**config.mk**
```make
export PLATFORM = sky130hd
export DESIGN_NAME = mtsp_trd_scheduler
export DESIGN_NICKNAME = d
export VERILOG_FILES = /design/src/rtl/mtsp_trd_scheduler.sv
export SDC_FILE = /design/constraint.sdc
export NUM_CORES = 1
export LEC_CHECK = 0
export ABC_AREA = 0
export CAP_MARGIN = 25
export CORE_ASPECT_RATIO = 0.75
export CORE_UTILIZATION = 50
export CTS_CLUSTER_SIZE = 24
export DETAILED_ROUTE_END_ITERATION = 6
export GPL_TIMING_DRIVEN = 0
export PLACE_DENSITY = 0.8
export SYNTH_ARGS = -nofsm -noshare
export SYNTH_HDL_FRONTEND = slang
export SYNTH_SLANG_ARGS = --single-unit
export TNS_END_PERCENT = 30
```
**constraint.sdc**
```tcl
create_clock -name CLK -period 2.6 [get_ports CLK]
set_input_delay 0.78 -clock CLK [delete_from_list [all_inputs] [get_ports CLK]]
set_output_delay 0.78 -clock CLK [all_outputs]
set_load 0.02 [all_outputs]
```
**src/rtl/mtsp_trd_scheduler.sv**
```systemverilog
// Barrel-style hardware-thread scheduler: round-robin slot issue with per-thread PC/state.
// Latency: issue outputs registered (1 cycle); PC writeback lands WB_DELAY cycles after a slot is shown.
// Backpressure: none; the slot advances every cycle, and a writeback without PC_nEN=0 is simply dropped.
module mtsp_trd_scheduler #(
  parameter int TRD_COUNT = 4,
  parameter int PC_WIDTH  = 16,
  parameter int WB_DELAY  = 3
) (
  input  logic                 CLK,
  input  logic                 RST,
  input  logic                 START,
  input  logic [PC_WIDTH-1:0]  START_PC,
  input  logic                 PC_nEN,
  input  logic [1:0]           PC_BOP,
  input  logic [PC_WIDTH-1:0]  PC_NEXT,
  input  logic [TRD_COUNT-1:0] PC_nAWAKE,
  input  logic                 SYNC_ACK,
  output logic [TRD_COUNT-1:0] nTRD,
  output logic                 TRD_nEN,
  output logic [PC_WIDTH-1:0]  TRD_PC,
  output logic                 SYNC_EN,
  output logic                 TRD_BUSY
);

  typedef enum logic [1:0] {ST_IDLE, ST_RUN, ST_WAIT, ST_SYNC} trd_state_e;

  localparam int SW = (TRD_COUNT > 1) ? $clog2(TRD_COUNT) : 1;

  logic [SW-1:0]       slot;
  trd_state_e          st_q [TRD_COUNT];
  trd_state_e          st_d [TRD_COUNT];
  logic [PC_WIDTH-1:0] pc_q [TRD_COUNT];
  logic [PC_WIDTH-1:0] pc_d [TRD_COUNT];
  logic                sync_hit;

  // History of the slot shown on nTRD: entry 0 is the one shown now, entry j was shown j cycles ago.
  logic [SW-1:0]       wb_idx [WB_DELAY+1];
  logic                wb_vld [WB_DELAY+1];

  always_comb begin
    TRD_BUSY = 1'b0;
    for (int i = 0; i < TRD_COUNT; i++) begin
      TRD_BUSY = TRD_BUSY | (st_q[i] != ST_IDLE);
    end
  end

  always_comb begin
    sync_hit = 1'b0;
    for (int i = 0; i < TRD_COUNT; i++) begin
      st_d[i] = st_q[i];
      pc_d[i] = pc_q[i];
    end
    if (START && !TRD_BUSY) begin
      for (int i = 0; i < TRD_COUNT; i++) begin
        st_d[i] = ST_RUN;
        pc_d[i] = START_PC;
      end
    end else begin
      for (int i = 0; i < TRD_COUNT; i++) begin
        // Only threads already parked in SYNC are released; new entrants wait for the next ack.
        if (SYNC_ACK && st_q[i] == ST_SYNC) st_d[i] = ST_RUN;
        if (!PC_nEN && wb_vld[WB_DELAY] && wb_idx[WB_DELAY] == SW'(i) && st_q[i] == ST_RUN) begin
          case (PC_BOP)
            2'd0: pc_d[i] = PC_NEXT;
            2'd1: begin pc_d[i] = PC_NEXT; st_d[i] = ST_WAIT; end
            2'd2: begin pc_d[i] = PC_NEXT; st_d[i] = ST_SYNC; sync_hit = 1'b1; end
            default: st_d[i] = ST_IDLE;
          endcase
        end
        // Wake also covers a thread entering WAIT this very cycle so the wake is not lost.
        if (st_d[i] == ST_WAIT && !PC_nAWAKE[i]) st_d[i] = ST_RUN;
      end
    end
  end

  always_ff @(posedge CLK) begin
    if (RST) begin
      slot    <= '0;
      nTRD    <= '1;
      TRD_nEN <= 1'b1;
      TRD_PC  <= '0;
      SYNC_EN <= 1'b0;
      for (int i = 0; i < TRD_COUNT; i++) begin
        st_q[i] <= ST_IDLE;
        pc_q[i] <= '0;
      end
      for (int j = 0; j <= WB_DELAY; j++) begin
        wb_idx[j] <= '0;
        wb_vld[j] <= 1'b0;
      end
    end else begin
      slot    <= (slot == SW'(TRD_COUNT-1)) ? '0 : slot + SW'(1);
      nTRD    <= ~(TRD_COUNT'(1) << slot);
      // Issue from next-state values so a writeback landing on this slot's edge is forwarded.
      TRD_nEN <= (st_d[slot] != ST_RUN);
      TRD_PC  <= pc_d[slot];
      SYNC_EN <= sync_hit;
      for (int i = 0; i < TRD_COUNT; i++) begin
        st_q[i] <= st_d[i];
        pc_q[i] <= pc_d[i];
      end
      wb_idx[0] <= slot;
      wb_vld[0] <= 1'b1;
      for (int j = 1; j <= WB_DELAY; j++) begin
        wb_idx[j] <= wb_idx[j-1];
        wb_vld[j] <= wb_vld[j-1];
      end
    end
  end

endmodule

```
==> reports/qor.csv, run 1 <==
stage,metric,value,unit
run_status,status,completed,
drt,drtIter0Drc,507,
synth,synthArstFlopShare,0,%
synth,synthDistinctLibCells,52,
sta,hold_violations,0,
synth,synth_top_cell_by_area,dfxtp_1,
clock_tree,cts_max_level,3,
clock_tree,path_clk_slew,0.08,ns
floorplanning,io_pins,66,
global_routing,grt.total_usage,32.23,%
floorplanning,fp.dieW,114.8,um
sta,period_share,97.34,%
worst_setup_path,r2r_start,st_q[3][1]$_SDFF_PP0_,
sta,slew_viol_final,0,
clock_tree,clk_latency,0.36,ns
global_routing,use_met3,10.00,%
worst_setup_path,critPathLaunch,PC_BOP[0],
clock_tree,hold_buffers,0,
synth,ys_seq_elements,108,
synth,ys_top_cells_by_area,"dfxtp_1 (45%), nand2_1 (12%), a31oi_1 (8.5%), o21ai_0 (4.2%), o221a_2 (3.8%)",
floorplanning,rows,30,
global_routing,grt_pass1_wl,24090,um
floorplanning,core_area,9159,um2
synth,synth_area,4773,um2
global_routing,grt_pass1_vias,4757,
drt,vias,4896,
cells_and_area,nFillCells,738,
drt,ant_nets,0,
min_path,hp-class,reg -> reg,
synth,ys.flop_type,dfxtp_1,
place,post-dp-hpwl,10050,um
drt,wl,15130,um
power_and_ir_drop,ir_drop,0.4808,mV
cells_and_area,layout-drive-gt1-share,14.06,%
worst_setup_path,crit_required,2.87,ns
synth,yosysTopAreaCellShare,45.29,%
place,dpl-instance-area,5584,um2
floorplanning,die_h,86.62,um
clock_tree,cts_buffers,9,
sta,slew_headroom,56.23,%
cells_and_area,diodes,0,
worst_setup_path,cp-end-kind,flop,
worst_setup_path,setup.worst_path.start_class,input port,
floorplanning,die_area,9945,um2
synth,yosysSeqAreaShare,45.29,%
power_and_ir_drop,powerDensity,757.9,nW/um2
global_routing,use_met2,49.26,%
worst_setup_path,worst_ep_arrival_time,2.80,ns
synth,ys.warnings.count,0,
drt,wl_per_cell,19.53,um
clock_tree,cts_root_buf,clkbuf_16,
synth,syn-num-nets,615,
place,routabilityCongestion,0.8868,
run,drv_cap,0,
sta,worstMarginPinSlew,0.6565,ns
worst_setup_path,crit_path_max_fanout,10,
clock_tree,cts.sinks,108,
synth,yosysMostFrequentCell,nand2_1,
clock_tree,clockBufferDepth,2,
sta,clock.fmax,395.1,MHz
global_routing,grt-ovfl-total,0,
sta,skew,0.007279,ns
sta,rsz0062_at_grt,yes,
synth,synth-edff-count,0,
synth,synth_commonest_cells,"nand2_1 (154), dfxtp_1 (108), a31oi_1 (65)",
cells_and_area,multi_input_area,2495,um2
drt,dr.pass1.iters,6,
synth,avgSynthCellArea,8.448,um2
cells_and_area,seq_area,2162,um2
worst_setup_path,crit_type,in -> reg,
cells_and_area,syn_to_final_growth,26.13,%
drt,drcViolationCount,0,
clock_tree,cts_tree,done,
place,port_buffers,65,
global_routing,grt_use_met1,41.68,%
sta,setup-tns-final,0,ns
synth,synth_cells,565,
min_path,hold_path_startpoint,wb_idx[2][1]$_SDFF_PP0_,
global_routing,antenna_found_initial,0,
power_and_ir_drop,cellLeakagePower,2.151,nW
clock_tree,postCtsSetupBuffers,0,
floorplanning,start_util,52.12,%
cells_and_area,final_cell_area,6021,um2
cells_and_area,final_nets,692,
global_routing,grt_max_degree,19,
global_routing,busiest_layer,met2,
drt,vias_per_cell,6.317,
sta,setup_viol,0,
sta,timing.final.crit_period,2.531,ns
## critical path, stage by stage
cell and delay, ns:
dlygate4sd2_1 0.27, ha_1 0.21, buf_4 0.18, or4_4 0.54, buf_6 0.16, nand2_4 0.13, buf_6 0.17, o221a_2 0.19
o21ai_1 0.06, o211ai_1 0.10
## registers in the layout, summed over array words and instances (netlist names)
register / count
slot: 2
pc_q: 64
SYNC_EN: 1
TRD_nEN: 1
TRD_PC: 16
st_q: 8
wb_vld: 4
wb_idx: 8
nTRD: 4
## kinds of logic after synthesis
family	share of synthesized area [%]
adder cells (fa/ha/maj)	1.835
buffers and inverters	4.430
AO/OA/AOI/OAI	25.43
multiplexers	1.022
flip-flops	45.29
AND/OR/NAND/NOR	21.99
## where the power goes
group / total, W / internal, W / switching, W
clock network: 0.00146 / 0.000814 / 0.000648
registers: 0.00205 / 0.00191 / 0.000144
logic: 0.00105 / 0.000434 / 0.000614
## final cells by class
cell class | instances | area share, %
multi-input cells | 414 | 41.44
flip-flops and latches | 108 | 35.91
repair buffers | 66 | 10.93
clock buffers | 11 | 4.198
plain buffers | 35 | 3.263
well taps | 128 | 2.660
clock inverters | 5 | 1.101
inverters | 8 | 0.4988
## path summary, 6_finish.rpt
kind                                                 to  slack [ns]  cells past startpoint
worst max register to register     TRD_PC[6]$_SDFF_PP0_        0.27                      7
worst min-delay path            wb_idx[3][1]$_SDFF_PP0_        0.43                      1
worst min register to register  wb_idx[3][1]$_SDFF_PP0_        0.43                      1
worst max-delay path               TRD_PC[6]$_SDFF_PP0_        0.07                     10
## per-layer routing
| layer | up-vias | share of wire [%] |
|---|---|---|
| li1 | 2197 | - |
| met3 | 50 | 13 |
| met4 | 0 | 2.4 |
| met5 | - | 0 |
| met2 | 330 | 45 |
| met1 | 2319 | 40 |
## placed cells by master (no fill, tap or decap), types with 3 or more instances in the layout
| master | count |
|---|---|
| nand2_1 | 154 |
| dfxtp_1 | 108 |
| a31oi_1 | 65 |
| clkdlybuf4s50_1 | 62 |
| o21ai_0 | 39 |
| o22ai_1 | 16 |
| o221a_2 | 16 |
| nor2b_1 | 14 |
| o211ai_1 | 14 |
| nor2_1 | 13 |
| clkbuf_1 | 12 |
| clkbuf_16 | 9 |
| buf_2 | 8 |
| inv_1 | 7 |
| buf_6 | 7 |
| ha_1 | 7 |
| o21ai_1 | 6 |
| nor3_1 | 6 |
| clkbuf_2 | 6 |
| o21ai_2 | 5 |
| or2_1 | 4 |
| nand2_4 | 4 |
| nand2b_1 | 4 |
| buf_1 | 3 |
| nand3_1 | 3 |
| o21a_1 | 3 |
| mux2_2 | 3 |
## what timing repair did
action                                  CTS  global route
cloned                                    1             0
gates resized for setup                  15            23
endpoints found under the hold margin     0             0
endpoints found under the setup margin   58            52
## metrics by stage
stage	setup slack [ns]	util (%)	hold WS, ns	instances	total power (W)
after floorplan	0.1943	-	0.4138	565	0.002652
after CTS	0.006817	65.22	0.4423	775	0.004529
after global routing	-0.01438	65.74	0.4609	775	0.004739
after global placement	-0.5926	60.97	0.4186	758	0.003033
final	0.06919	65.74	0.4344	775	0.004563
after detailed placement	-0.6777	60.97	0.4243	758	0.003081
(Power assumes the default switching activity.)
==> inputs of run 2 (changes only) <==
--- a/config.mk
+++ b/config.mk
@@ -7,12 +7,14 @@
 export LEC_CHECK = 0
 export ABC_AREA = 0
 export CAP_MARGIN = 25
+export CELL_PAD_IN_SITES_DETAIL_PLACEMENT = 1
+export CELL_PAD_IN_SITES_GLOBAL_PLACEMENT = 1
 export CORE_ASPECT_RATIO = 0.75
-export CORE_UTILIZATION = 50
+export CORE_UTILIZATION = 41
 export CTS_CLUSTER_SIZE = 24
 export DETAILED_ROUTE_END_ITERATION = 6
 export GPL_TIMING_DRIVEN = 0
-export PLACE_DENSITY = 0.8
+export PLACE_DENSITY = 0.86
 export SYNTH_ARGS = -nofsm -noshare
 export SYNTH_HDL_FRONTEND = slang
 export SYNTH_SLANG_ARGS = --single-unit
==> reports/qor.csv, run 2 (same netlist as run 1, synthesis figures left out) <==
stage,metric,value,unit,change
drt,vias,4891,,-0.10%
cells_and_area,reg_top3,"pc_q x64, TRD_PC x16",,
cells_and_area,final_nets,693,,+0.14%
worst_setup_path,worst_ep_arrival_time,2.84,ns,+0.04 ns
place,post-dp-hpwl,11860,um,+18%
run,drv_cap,0,,unchanged
floorplanning,die_area,12080,um2,+21%
floorplanning,die_h,95.45,um,+10%
drt,drtIter0Drc,480,,-5.3%
worst_setup_path,cp-end-kind,flop,,
global_routing,grt-ovfl-total,0,,unchanged
place,dpl_worst_slack,-0.7746,ns,-0.09692 ns
worst_setup_path,crit_chain,clkdlybuf4s50_1 -> inv_1 -> clkbuf_1 -> o21ai_0 -> a31oi_1,,
cells_and_area,postLayoutCoreUtil,54.29,%,-11 points
global_routing,grt_pass1_vias,5099,,+7.2%
sta,slew_headroom,52.12,%,-4.1 points
global_routing,grt_max_degree,20,,+1
drt,wl_per_cell,22.30,um,+14%
clock_tree,hold_buffers,0,,unchanged
sta,rsz0062_at_grt,yes,,
worst_setup_path,slowest_stage,clkdlybuf4s50_1,,
clock_tree,clockBufferDepth,2,,unchanged
cells_and_area,final_common_cell,nand2_1,,
drt,vias_per_cell,6.207,,-1.8%
place,routabilityCongestion,0.8706,,-1.8%
global_routing,grt_pass1_wl,27570,um,+14%
sta,worstMarginPinSlew,0.7182,ns,+0.06167 ns
floorplanning,core_area,11150,um2,+22%
drt,dr.pass1.iters,6,,unchanged
min_path,hp-class,reg -> reg,,
sta,slew_viol_final,0,,unchanged
drt,wl,17570,um,+16%
cells_and_area,layout_common_cells,"nand2_1 (154), dfxtp_1 (108), a31oi_1 (65)",,
cells_and_area,largest_register_ffs,64,,unchanged
cells_and_area,syn_to_final_growth,26.79,%,
sta,setup_viol,0,,unchanged
drt,drcViolationCount,0,,unchanged
clock_tree,cts_tree,done,,
sta,clock.fmax,388.8,MHz,-1.6%
sta,skew,0.01034,ns,+0.003058 ns
sta,setup-tns-final,0,ns,unchanged
floorplanning,start_util,42.82,%,-9.3 points
worst_setup_path,crit_path_max_fanout,10,,unchanged
power_and_ir_drop,cellLeakagePower,2.162,nW,+0.49%
clock_tree,cts.sinks,108,,unchanged
cells_and_area,top_register,pc_q,,
sta,timing.final.crit_period,2.572,ns,+0.04104 ns
floorplanning,fp.dieW,126.6,um,+10%
sta,period_share,98.92,%,+1.6 points
worst_setup_path,crit_type,in -> reg,,
floorplanning,io_pins,66,,unchanged
cells_and_area,diodes,0,,unchanged
clock_tree,clk_latency,0.36,ns,about the same
worst_setup_path,cpPeakStageDelay,0.56,ns,+0.02 ns
global_routing,antenna_found_initial,0,,unchanged
clock_tree,path_clk_slew,0.07,ns,about the same
worst_setup_path,setup.worst_path.start_class,input port,,
worst_setup_path,crit_required,2.87,ns,about the same
global_routing,grt.total_usage,30.43,%,-1.8 points
drt,ant_nets,0,,unchanged
clock_tree,cts_root_buf,clkbuf_16,,
power_and_ir_drop,ir_drop,0.4036,mV,-16%
sta,hold_violations,0,,unchanged
run_status,status,completed,,
cells_and_area,nFillCells,1319,,+79%
clock_tree,cts_buffers,9,,unchanged
floorplanning,rows,33,,+10%
clock_tree,cts_max_level,3,,unchanged
power_and_ir_drop,powerDensity,756.8,nW/um2,-0.14%
sta,worst_slack,0.02815,ns,-0.04104 ns
cells_and_area,layout-drive-gt1-share,14.51,%,+0.44 points
place,port_buffers,65,,unchanged
[run 2: cell types whose count changed in the layout (fill, tap and decap cells not counted), sizes merged]
cell	previous run	this run
clkbuf	29	28
clkinv	0	1
dlygate4sd2	1	2
dlymetal6s2s	1	0
inv	11	12
[run 2: stage by stage]
| step | hold slack (ns) | power (W) | instances | cell area, um2 |
|---|---|---|---|---|
| 2_1_floorplan | 0.4138 | 0.002652 | 565 | 4773 |
| 3_3_place_gp | 0.4175 | 0.003058 | 770 | 5599 |
| 3_5_place_dp | 0.4273 | 0.003121 | 770 | 5599 |
| 4_1_cts | 0.4461 | 0.004552 | 787 | 5992 |
| 5_1_grt | 0.4551 | 0.004772 | 788 | 6052 |
| 6_report | 0.4420 | 0.004580 | 788 | 6052 |
[run 2: layer usage]
metal | global-route usage (%) | routed length [um] | vias to the layer above
met4 | 12.75 | 331 | 0
met1 | 37.64 | 7473 | 2419
li1 | - | - | 2195
met2 | 50.74 | 8324 | 234
met5 | 0 | 0 | -
met3 | 7.912 | 1446 | 43
[run 2: repair_timing]
| action | in CTS | in global routing |
|---|---|---|
| endpoints found under the setup margin | 58 | 59 |
| pin swaps | 4 | 1 |
| buffers inserted | 1 | 1 |
| gates cloned | 1 | 0 |
| gates resized for setup | 20 | 27 |
[run 2: worst max-delay path, delay by kind of cell]
kind | cells | cell delay, ns
AO/OA/AOI/OAI | 2 | 0.67
buffers and inverters | 3 | 1.38
[run 2: layout make-up]
class | count | area (um2) | share of cell area, %
buffer | 34 | 192.7 | 3.184
clock buffer | 9 | 225.2 | 3.721
clock inverter | 7 | 80.08 | 1.323
inverter | 8 | 30.03 | 0.4962
multi-input combinational | 414 | 2517 | 41.60
sequential | 108 | 2162 | 35.72
tap | 140 | 175.2 | 2.894
timing repair buffer | 68 | 669.4 | 11.06
[run 2: worst paths after layout]
path,start,slack [ns],cells past startpoint,endpoint
setup / recovery,RST,0.03,5,pc_q[2][10]$_SDFF_PP0_
hold / removal,wb_idx[0][1]$_SDFF_PP0_,0.44,1,wb_idx[1][1]$_SDFF_PP0_
setup reg to reg,st_q[3][1]$_SDFF_PP0_,0.26,7,TRD_PC[5]$_SDFF_PP0_
hold reg to reg,wb_idx[0][1]$_SDFF_PP0_,0.44,1,wb_idx[1][1]$_SDFF_PP0_
[run 2: report_power, final]
part / leakage (nW) / internal (W) / switching (W)
Combinational: 1.12 / 0.000440 / 0.000642
Clock: 0.149 / 0.000764 / 0.000672
Sequential: 0.889 / 0.00191 / 0.000155
Total: 2.16 / 0.00311 / 0.00147
